<file path="config.mk">
export PLATFORM = sky130hd
export DESIGN_NAME = csa_mult_seq
export DESIGN_NICKNAME = d
export VERILOG_FILES = /design/src/rtl/csa_mult_seq_pkg.sv /design/src/rtl/csa_mult_seq_csa_row.sv /design/src/rtl/csa_mult_seq.sv
export SDC_FILE = /design/constraint.sdc
export NUM_CORES = 1
export LEC_CHECK = 0
export ABC_AREA = 1
export CELL_PAD_IN_SITES_DETAIL_PLACEMENT = 0
export CELL_PAD_IN_SITES_GLOBAL_PLACEMENT = 1
export CORE_MARGIN = 5
export CORE_UTILIZATION = 49
export DETAILED_ROUTE_END_ITERATION = 10
export DONT_BUFFER_PORTS = 1
export GPL_TIMING_DRIVEN = 1
export HOLD_SLACK_MARGIN = 0.06
export PLACE_DENSITY_LB_ADDON = 0.1
export SYNTH_ARGS = -nofsm -noshare
export SYNTH_HDL_FRONTEND = slang
export SYNTH_HIERARCHICAL = 1
export SYNTH_SLANG_ARGS = --single-unit
</file>
<file path="constraint.sdc">
create_clock -name clk -period 3.8 [get_ports clk]
set_input_delay 0.19 -clock clk [delete_from_list [all_inputs] [get_ports clk]]
set_output_delay 0.19 -clock clk [all_outputs]
set_load 0.02 [all_outputs]
</file>
<file path="src/rtl/csa_mult_seq_pkg.sv">
// Shared definitions for the sequential carry-save multiplier.
//   state_t       : FSM state encoding (IDLE, ACCUM, RESOLVE, DONE)
//   DEFAULT_WIDTH : default operand width in bits
package csa_mult_seq_pkg;

  typedef enum logic [1:0] {
    IDLE    = 2'd0,
    ACCUM   = 2'd1,
    RESOLVE = 2'd2,
    DONE    = 2'd3
  } state_t;

  localparam int unsigned DEFAULT_WIDTH = 32;

endpackage

</file>
<file path="src/rtl/csa_mult_seq_csa_row.sv">
// One row of 3:2 carry-save compressors.
//   a, b, c : N-bit addends
//   sum     : bitwise XOR of the three addends
//   carry   : bitwise majority shifted left by one (bit 0 low, MSB carry dropped)
// a + b + c == sum + carry (mod 2^N)
module csa_row #(
  parameter int unsigned N = 64
) (
  input  logic [N-1:0] a,
  input  logic [N-1:0] b,
  input  logic [N-1:0] c,
  output logic [N-1:0] sum,
  output logic [N-1:0] carry
);

  logic [N-1:0] maj;

  always_comb begin
    sum   = a ^ b ^ c;
    maj   = (a & b) | (a & c) | (b & c);
    carry = {maj[N-2:0], 1'b0};
  end

endmodule

</file>
<file path="src/rtl/csa_mult_seq.sv">
// Sequential unsigned multiplier: one partial product per cycle folded into a
// redundant sum/carry pair by a single CSA row, resolved by one adder at the end.
//   clk, rst            : clock, synchronous active-high reset
//   in_valid / in_ready : operand handshake (in_ready only in IDLE)
//   a_op, b_op          : WIDTH-bit unsigned operands
//   out_valid/out_ready : product handshake (out_valid only in DONE)
//   product             : 2*WIDTH-bit unsigned product, held stable in DONE
//   busy                : high in every state except IDLE
// Latency: WIDTH+1 edges from acceptance to out_valid.
module csa_mult_seq
  import csa_mult_seq_pkg::*;
#(
  parameter int unsigned WIDTH = DEFAULT_WIDTH
) (
  input  logic                 clk,
  input  logic                 rst,
  input  logic                 in_valid,
  output logic                 in_ready,
  input  logic [WIDTH-1:0]     a_op,
  input  logic [WIDTH-1:0]     b_op,
  output logic                 out_valid,
  input  logic                 out_ready,
  output logic [2*WIDTH-1:0]   product,
  output logic                 busy
);

  localparam int unsigned PW = 2 * WIDTH;
  localparam int unsigned KW = $clog2(WIDTH);

  state_t          state;
  logic [WIDTH-1:0] a_lat;
  logic [WIDTH-1:0] b_lat;
  logic [PW-1:0]   sum_r;
  logic [PW-1:0]   carry_r;
  logic [KW-1:0]   k;
  logic [PW-1:0]   row_c;
  logic [PW-1:0]   row_sum;
  logic [PW-1:0]   row_carry;

  // Partial product for bit k of the multiplier.
  always_comb begin
    row_c = '0;
    if (b_lat[k]) row_c = {{WIDTH{1'b0}}, a_lat} << k;
  end

  csa_row #(.N(PW)) u_row (
    .a     (sum_r),
    .b     (carry_r),
    .c     (row_c),
    .sum   (row_sum),
    .carry (row_carry)
  );

  // Handshake/status outputs are registered alongside the state so they never
  // depend combinationally on any input.
  always_ff @(posedge clk) begin
    if (rst) begin
      state     <= IDLE;
      in_ready  <= 1'b1;
      out_valid <= 1'b0;
      busy      <= 1'b0;
      product   <= '0;
      sum_r     <= '0;
      carry_r   <= '0;
      k         <= '0;
      a_lat     <= '0;
      b_lat     <= '0;
    end else begin
      case (state)
        IDLE: begin
          if (in_valid) begin
            a_lat    <= a_op;
            b_lat    <= b_op;
            sum_r    <= '0;
            carry_r  <= '0;
            k        <= '0;
            state    <= ACCUM;
            in_ready <= 1'b0;
            busy     <= 1'b1;
          end
        end
        ACCUM: begin
          sum_r   <= row_sum;
          carry_r <= row_carry;
          k       <= k + KW'(1);
          if (k == KW'(WIDTH - 1)) state <= RESOLVE;
        end
        RESOLVE: begin
          product   <= sum_r + carry_r;
          out_valid <= 1'b1;
          state     <= DONE;
        end
        DONE: begin
          if (out_ready) begin
            out_valid <= 1'b0;
            busy      <= 1'b0;
            in_ready  <= 1'b1;
            state     <= IDLE;
          end
        end
        default: state <= IDLE;
      endcase
    end
  end

endmodule

</file>
* Word level (Yosys, flattened, before mapping) *
Cells that the tools add are included.

storage, ports and cells
  word-level logic and storage cells = 56
  output and inout port bits = 67
  flip-flop bits (word level) = 266
  input bits = 68

cells by class
  magnitude comparators = 1
  shift operators = 1
  bitwise logic cells = 7
  reductions and logical operators = 9
  equal/unequal tests = 7
  add/sub/neg operators = 2
  muxes and demuxes = 19

operators with widths
  operator                                            count
  one-hot mux 64 bit (2 select lines)                 2
  bitwise AND 63 bit                                  3
  two-way mux 64 bit                                  2
  XOR 64 bit                                          2
  bitwise OR 63 bit                                   2
  adder 64 bit                                        1
  << shifter 32 x 5 -> 64 bit                         1
  one-hot mux 5 bit (2 select lines)                  1
  one-hot mux 2 bit (4 select lines)                  1
  < comparator 5 x 6 -> 1 bit, second input constant  1
  two-way mux 2 bit                                   3
  != test 2 bit, second input constant                3
  one-hot mux 1 bit (2 select lines)                  3
  AND reduction 2 bit                                 3
  AND reduction 3 bit                                 2
  nonzero test 2 bit                                  3
  adder 5 x 1 -> 5 bit, second input constant         1
  binary-select mux 1 bit (select 5 bit)              1
  == test 5 bit, second input constant                1
  two-way mux 1 bit                                   5
  two-way mux 5 bit                                   1
  == test 2 bit, second input constant                2
  == test 2 x 1 -> 1 bit, second input constant       1
  zero test 2 bit                                     1

* Depth between registers and ports, before layout *
Gate-level depths: netlist of run 1.

  depth after elaboration = 7
  gate-level depth with buffers = 17
  depth with buffers taken out = 17

* Hierarchy *
Netlist of run 1, hierarchy kept.

modules (own cells, without submodules)
  module        times used  cells an instance  seq. area each (µm²)  area each (µm²)
  csa_mult_seq  1           3118               5325.1                17754.5
  csa_row       1           74                 0.0                   1307.5

* Worst setup path after synthesis of run 1 *
Ideal clock, no wire load.

  path kind = register to register
  start = reg k[0]
  end = reg sum_r[33]
  data arrival time = 2.184 ns
  period minus slack after synthesis = 2.254 ns
  cell stages (with the launch flop) = 17
  library setup time = 0.070 ns
  path slack = 1.546 ns
  path buffers = 2
  required time = 3.730 ns
  cells stage by stage = dfxtp_1 > inv_2 > buf_6 > buf_6 > nand2_1 > nand2_1 > o21a_1 > nand2_1 > o21ai_1 > or2_1 > nand3_1 > o21ai_1 > nand2_1 > inv_1 > fa_1 > nand2_1 > a21oi_1

on the way
  cells in the longest elaborated chain, start to end = 5
  elaborated cells between the ends (all ways) = 6
  classes of those cells = 1 x shift; 4 x mux; 1 x bitwise

RTL lines
  element                                  RTL line                    RTL
  start, declared                          csa_mult_seq.sv:35          logic [KW-1:0] k;
  start signal, assigned                   csa_mult_seq.sv:85          k <= k + KW'(1);
  binary-select mux 1 bit (select 5 bit)   csa_mult_seq.sv:43          if (b_lat[k]) row_c = {{WIDTH{1'b0}}, a_lat} << k;
  two-way mux 1 bit (implied by the code)  csa_mult_seq.sv:43
  two-way mux 64 bit (*)                   csa_mult_seq.sv:43
  named net row_c[33]                      csa_mult_seq.sv:36          logic [PW-1:0] row_c;
  XOR 64 bit (*)                           csa_mult_seq_csa_row.sv:19  sum = a ^ b ^ c;
  named net row_sum[33]                    csa_mult_seq.sv:37          logic [PW-1:0] row_sum;
  one-hot mux 64 bit (2 select lines) (*)  csa_mult_seq.sv:69          case (state)
  end signal, assigned                     csa_mult_seq.sv:83          sum_r <= row_sum;
  end, declared                            csa_mult_seq.sv:33          logic [PW-1:0] sum_r;

Mark *: on every way through the listed nets, which the timed path passes. The rest lies on a longest branch. The select of a mux whose other input is x is not followed.
A chain may end at the register's enable or synchronous reset.

* Worst setup path in the final report of run 1 *
  start = reg k[0]
  end = reg sum_r[14]

Same word-level chain as after synthesis.

==> flow_summary_export.csv, run 1 <==
group,metric,value,unit
layout,final-seq-area,5330,um^2
logic_synthesis,synth-seq-area-share,0.279,
critical_path,cp.required,4.24,ns
cts,post_cts_buffers,0,
power,switching_share,0.410,
route,drt-initial-drc-count,1475,
power,power_density,483,nW/um^2
logic_synthesis,synth-seq-cells,266,
layout,final_cell_mix,"nand2_1 (1133), inv_1 (457), nor2_1 (419), dfxtp_1 (266), a21oi_1 (180)",
sta,relSlewSlack,0.332,
logic_synthesis,synth_cell_types,35,
cts,cts_buffers,30,
global_route,grt_pass1_wl,94100,um
power,p_leak,10.8,nW
die,die-area,42900,um^2
cts,cts-root-buf,"clkbuf_16",
sta,setup_viol,0,
power,combPwrFrac,0.335,
global_route,grt_max_degree,191,
die,start_util,0.494,
critical_path,cp_slowest_cell,"inv_2",
critical_path,path_cells,"inv_2 -> o21ai_0 -> o21ai_0 -> o21ai_0 -> nand2_1 -> nand2_1 -> nor3_1 -> fa_1 -> nand2_1 -> a21oi_1",
critical_path,startpoint_type,"flop",
critical_path,worstSetupPathType,"flop to flop",
layout,nets,3380,
sta,setup_tns,0,ns
power,pwr-share-clk,0.289,
route,finalWirelength,59100,um
placement,io_buffers,0,
run_status,run_status,"complete, no violations",
route,ant_nets,0,
cts,cts_tree,"built",
sta,period_share,0.812,
die,core,38600,um^2
layout,final_common_cell,"nand2_1",
layout,multi_input_area,11500,um^2
layout,areaGrowthSynthToFinish,10.3,%
power,p_seq_frac,0.377,
logic_synthesis,synth_area_per_cell,5.97,um^2
cts,cts.clk_slew.worst_paths,0.06,ns
sta,hold_ws,0.112,ns
die,die_width,207,um
die,die_y,207,um
sta,tightest_slew,1.00,ns
layout,drive_gt1_frac,0.0250,
power,p_int,5.99,mW
flow_run,cap_violations,0,
power,vdd.ir_drop.worst,0.000585,V
sta,rsz0062_at_grt,"no",
global_route,grt_pass1_vias,17600,
critical_path,worstPathArrival,3.53,ns
placement,gp_congestion,0.939,
cts,cts_resized,0,
critical_path,endpoint_kind,"flop",
logic_synthesis,async_flop_share,0,
placement,dp_hpwl,45500,um
sta,fmax,0.324,GHz
placement,dpl_cell_area,19300,um^2
die,placementRows,72,
route,drt_first_pass_iters,6,
layout,final_area,21000,um^2
die,io_pins,135,
global_route,antenna_found_initial,0,
critical_path,crit_path_max_incr_delay,0.55,ns
min_path,hold_path.class,"input pin to flop",
critical_path,crit_path_max_fanout,50,
sta,finalMaxSlewViolations,0,
logic_synthesis,synth_cells,3192,
cts,insertion_delay,0.60,ns
cts,clk_path_buf_depth,3,
cts,clock-sinks,266,
layout,antenna_cells,0,
route,drc,0,
logic_synthesis,synth_edf_count,0,
global_route,grt_usage,0.266,
route,vias_per_cell,5.09,
sta,min_period,3.09,ns
logic_synthesis,ys.warnings.count,6,
route,vias,18900,
power,power_switching,4.16,mW
cts,htree_levels,1,
layout,fillers,4011,
global_route,overflow,0,
logic_synthesis,ys.flop_type,"dfxtp_1",
route,wl_per_cell,15.9,um
sta,finalHoldViolCount,0,
sta,finalClockSkew,0.0239,ns
logic_synthesis,syn_area,19100,um^2
[cell families after synthesis]
group / share of synthesized area
and+or+nand+nor: 0.361
buffers and inverters: 0.121
AOI/OAI and AO/OA: 0.111
DFF: 0.279
adders and majority gates: 0.113
xor gates and xnor gates: 0.0142
other: 0.000394
[Yosys cell counts, types with 3 or more instances]
library cell     n  share of area
o22ai_1          8         0.0026
nor2_1         420          0.083
o21ai_0        161          0.042
or2_1            5         0.0016
nand3_1        137          0.036
dfxtp_1        266           0.28
o211ai_1         5         0.0020
inv_2            4        0.00079
clkbuf_1        84          0.017
buf_6            3         0.0018
nor3_1          44          0.012
buf_2           28         0.0074
ha_1            69          0.045
o21ai_1         25         0.0066
xnor2_1          5         0.0023
a21oi_1        180          0.047
xor2_1          26          0.012
buf_4            4         0.0016
fa_1            64          0.067
nand2_1       1134           0.22
nand4_1         11         0.0036
a31oi_1          8         0.0026
inv_1          458          0.090
buf_1           13         0.0026
o21a_1           8         0.0032
o31ai_1          7         0.0028
[worst paths after layout]
kind              slack, ns  depth (start not counted)                      to             startpoint
setup / recovery       0.71                         10  sum_r[14]$_SDFFE_PP0P_      k[0]$_SDFFE_PP0P_
hold / removal         0.11                          2   in_ready$_SDFFE_PP1P_                    rst
setup reg to reg       0.71                         10  sum_r[14]$_SDFFE_PP0P_      k[0]$_SDFFE_PP0P_
hold reg to reg        0.48                          2   b_lat[2]$_SDFFE_PP0P_  b_lat[2]$_SDFFE_PP0P_
[state kept, by name, summed over array words and instances, names as in the netlist]
signal,flops
carry_r,64
k,5
out_valid,1
in_ready,1
product,64
a_lat,32
b_lat,32
busy,1
state,2
sum_r,64
[power groups by stage]
stage	clock network (mW)	logic [mW]	registers, mW
after floorplan	0	2.52	3.78
after global placement	0	3.23	3.88
after detailed placement	0	3.28	3.89
after CTS	2.99	3.39	3.84
after global routing	3.12	3.85	3.88
final	2.93	3.40	3.83
[timing repair]
action / in CTS / in global routing
hold buffers: 67 / 0
endpoints found under the setup margin: 0 / 0
endpoints found under the hold margin: 259 / 0
[critical path: cells and delay by family (launching register included)]
kind | cells | cell delay [ns]
AND/OR/NAND/NOR | 4 | 0.63
adder cells (fa/ha/maj) | 1 | 0.48
AO/OA/AOI/OAI | 4 | 0.94
flip-flops | 1 | 0.33
buffers and inverters | 1 | 0.55
[per-layer routing]
metal | vias up | GRT usage | routed length, um
met1 | 8588 | 0.376 | 27500
met2 | 504 | 0.421 | 26000
met3 | 106 | 0.0410 | 3560
met5 | - | 0 | 0
met4 | 0 | 0.0873 | 2050
li1 | 9746 | - | -
[stage by stage]
step / setup WS, ns / util / power [mW] / cells
after global routing: 0.433 / 0.545 / 10.9 / 3719
after global placement: 0.821 / 0.502 / 7.11 / 3598
after CTS: 0.776 / 0.545 / 10.2 / 3719
after detailed placement: 0.838 / 0.502 / 7.17 / 3598
after floorplan: 1.55 / - / 6.30 / 3193
final: 0.714 / 0.545 / 10.2 / 3719
[area by class of cell]
type / instances / share of cell area
Clock buffer: 45 / 0.0417
Clock inverter: 9 / 0.00553
Inverter: 464 / 0.0829
Multi-Input combinational cell: 2331 / 0.545
Sequential cell: 266 / 0.253
Tap cell: 518 / 0.0308
Timing Repair Buffer: 86 / 0.0413
Power figures use the tool's default switching activity.
==> run 2, diff against run 1 <==
- CORE_UTILIZATION: 49 -> 41
- clock period: 3.8 -> 2.6 ns (I/O delays scaled with it)
==> run 2 against run 1 <==
  * The run now ends with negative hold slack left
  * Worst setup slack worse by 0.58 ns
  * Sequential share of layout area down 1.9 points
  * Non-clock buffer count up 129
  * Critical path depth up 6
  * Die area up 19%
  * Count of clock-buffer cells in the layout up 4
  * Critical endpoint is now sum_r[41]$_SDFFE_PP0P_
  * Critical path type unchanged
==> flow_summary_export.csv, run 2 (same netlist as run 1, synthesis figures left out) <==
group,metric,value,unit
run_status,run_status,"finished with violations",
run_status,violations,"negative hold slack",
route,drt-initial-drc-count,1283,
sta,finalMaxSlewViolations,0,
layout,layout.cells.non_filler,3941,
min_path,hold_path.class,"input pin to flop",
route,finalWirelength,62500,um
layout,drive_gt1_frac,0.0564,
route,drc,0,
global_route,grt_max_degree,192,
power,p_int,9.87,mW
sta,fmax,0.406,GHz
sta,finalClockSkew,0.0160,ns
cts,clock-sinks,266,
power,vdd.ir_drop.worst,0.000572,V
die,start_util,0.412,
global_route,overflow,0,
power,p_seq_frac,0.346,
sta,setup_viol,0,
sta,period_share,0.946,
layout,top_regs,"carry_r x64, product x64, sum_r x64",
critical_path,cp.required,3.08,ns
layout,areaGrowthSynthToFinish,19.2,%
die,die_y,226,um
cts,cts-root-buf,"clkbuf_16",
critical_path,crit_path_max_fanout,28,
power,pwr-share-clk,0.277,
power,combPwrFrac,0.377,
cts,post_cts_buffers,0,
layout,final_common_cell,"nand2_1",
power,power_switching,6.36,mW
flow_run,cap_violations,0,
sta,relSlewSlack,0.492,
sta,rsz0062_at_grt,"yes",
placement,gp_congestion,0.904,
cts,clk_path_buf_depth,3,
cts,insertion_delay,0.60,ns
placement,io_buffers,0,
cts,cts_tree,"built",
die,core,46300,um^2
critical_path,endpoint_kind,"flop",
cts,htree_levels,1,
global_route,grt_pass1_vias,18100,
cts,cts_buffers,31,
power,p_leak,11.7,nW
layout,nets,3510,
die,io_pins,135,
route,wl_per_cell,15.8,um
route,vias,19300,
route,vias_per_cell,4.89,
sta,hold_ws,-0.395,ns
layout,final_core_util,0.491,
route,drt_first_pass_iters,5,
layout,fillers,4906,
placement,place_inst,3750,
route,ant_nets,0,
cts,holdBufCountCts,130,
cts,cts.clk_slew.worst_paths,0.06,ns
global_route,grt_usage,0.241,
sta,tightest_slew,0.761,ns
critical_path,worstPathArrival,2.94,ns
critical_path,startpoint_type,"flop",
die,die-area,50900,um^2
global_route,antenna_found_initial,0,
sta,min_period,2.46,ns
global_route,grt_pass1_wl,98900,um
sta,finalHoldViolCount,128,
critical_path,worstSetupPathType,"flop to flop",
power,switching_share,0.392,
die,placementRows,79,
layout,antenna_cells,0,
power,power_density,715,nW/um^2
placement,dp_hpwl,48800,um
layout,final_cell_mix,"nand2_1 (1130), inv_1 (456), nor2_1 (416), dfxtp_1 (264), a21oi_1 (178)",
die,die_width,226,um
==> run 2: repair_timing <==
action	CTS	global route
resized for setup	7	55
hold endpoints to repair	266	128
endpoints found under the setup margin	11	106
gates cloned	0	3
pin swaps	0	1
==> run 2: worst max-delay path: stages, from the launching register on <==
cell     delay, ns
dfxtp_4       0.36
inv_2         0.10
buf_12        0.17
nand2_1       0.09
nand3_1       0.08
o21a_1        0.18
nand2_1       0.07
o21ai_1       0.17
inv_1         0.08
nand2_1       0.08
nand3_1       0.12
o31ai_1       0.13
nand2_1       0.09
inv_1         0.08
fa_1          0.41
nand2_1       0.08
a21oi_1       0.06
==> run 2: through the flow <==
| step | setup TNS [ns] | power [mW] | setup slack (ns) | hold WS [ns] | instance area, um^2 |
|---|---|---|---|---|---|
| 2_1_floorplan | 0 | 9.20 | 0.346 | 0.297 | 19100 |
| 3_3_place_gp | -0.329 | 11.0 | -0.122 | 0.212 | 20100 |
| 3_5_place_dp | -0.475 | 11.0 | -0.114 | 0.214 | 20100 |
| 4_1_cts | -0.0688 | 16.1 | -0.0324 | -0.422 | 22500 |
| 5_1_grt | -0.313 | 17.4 | -0.0433 | -0.418 | 22700 |
| 6_report | 0 | 16.2 | 0.139 | -0.395 | 22700 |
==> run 2: cell type report <==
cell class | count | area (um^2) | area share
flip-flops and latches | 266 | 5330 | 0.235
multi-input cells | 2331 | 11600 | 0.511
clock buffers | 49 | 933 | 0.0411
inverters | 464 | 1740 | 0.0768
clock inverters | 9 | 116 | 0.00512
well taps | 607 | 759 | 0.0334
repair buffers | 215 | 2210 | 0.0975
==> run 2: layer usage <==
metal / vias to the layer above / global-route usage / routed length [um]
li1: 10000 / - / -
met1: 8743 / 0.357 / 30500
met2: 415 / 0.376 / 27400
met3: 85 / 0.0242 / 2580
met4: 0 / 0.0635 / 2000
met5: - / 0 / 0
==> run 2: path summary, 6_finish.rpt <==
check                         start                      end  slack (ns)  cells past startpoint
max               k[0]$_SDFFE_PP0P_   sum_r[41]$_SDFFE_PP0P_        0.14                     16
min                             rst  carry_r[4]$_SDFFE_PP0P_       -0.39                      1
max reg2reg       k[0]$_SDFFE_PP0P_   sum_r[41]$_SDFFE_PP0P_        0.14                     16
min reg2reg  b_lat[10]$_SDFFE_PP0P_   b_lat[10]$_SDFFE_PP0P_        0.48                      2
==> run 2: power groups by stage <==
stage / Clock, mW / Sequential [mW] / Combinational, mW
after global placement: 0 / 5.70 / 5.27
after floorplan: 0 / 5.52 / 3.68
after detailed placement: 0 / 5.72 / 5.32
after CTS: 4.62 / 5.63 / 5.89
after global routing: 4.77 / 5.70 / 6.92
final: 4.49 / 5.62 / 6.12
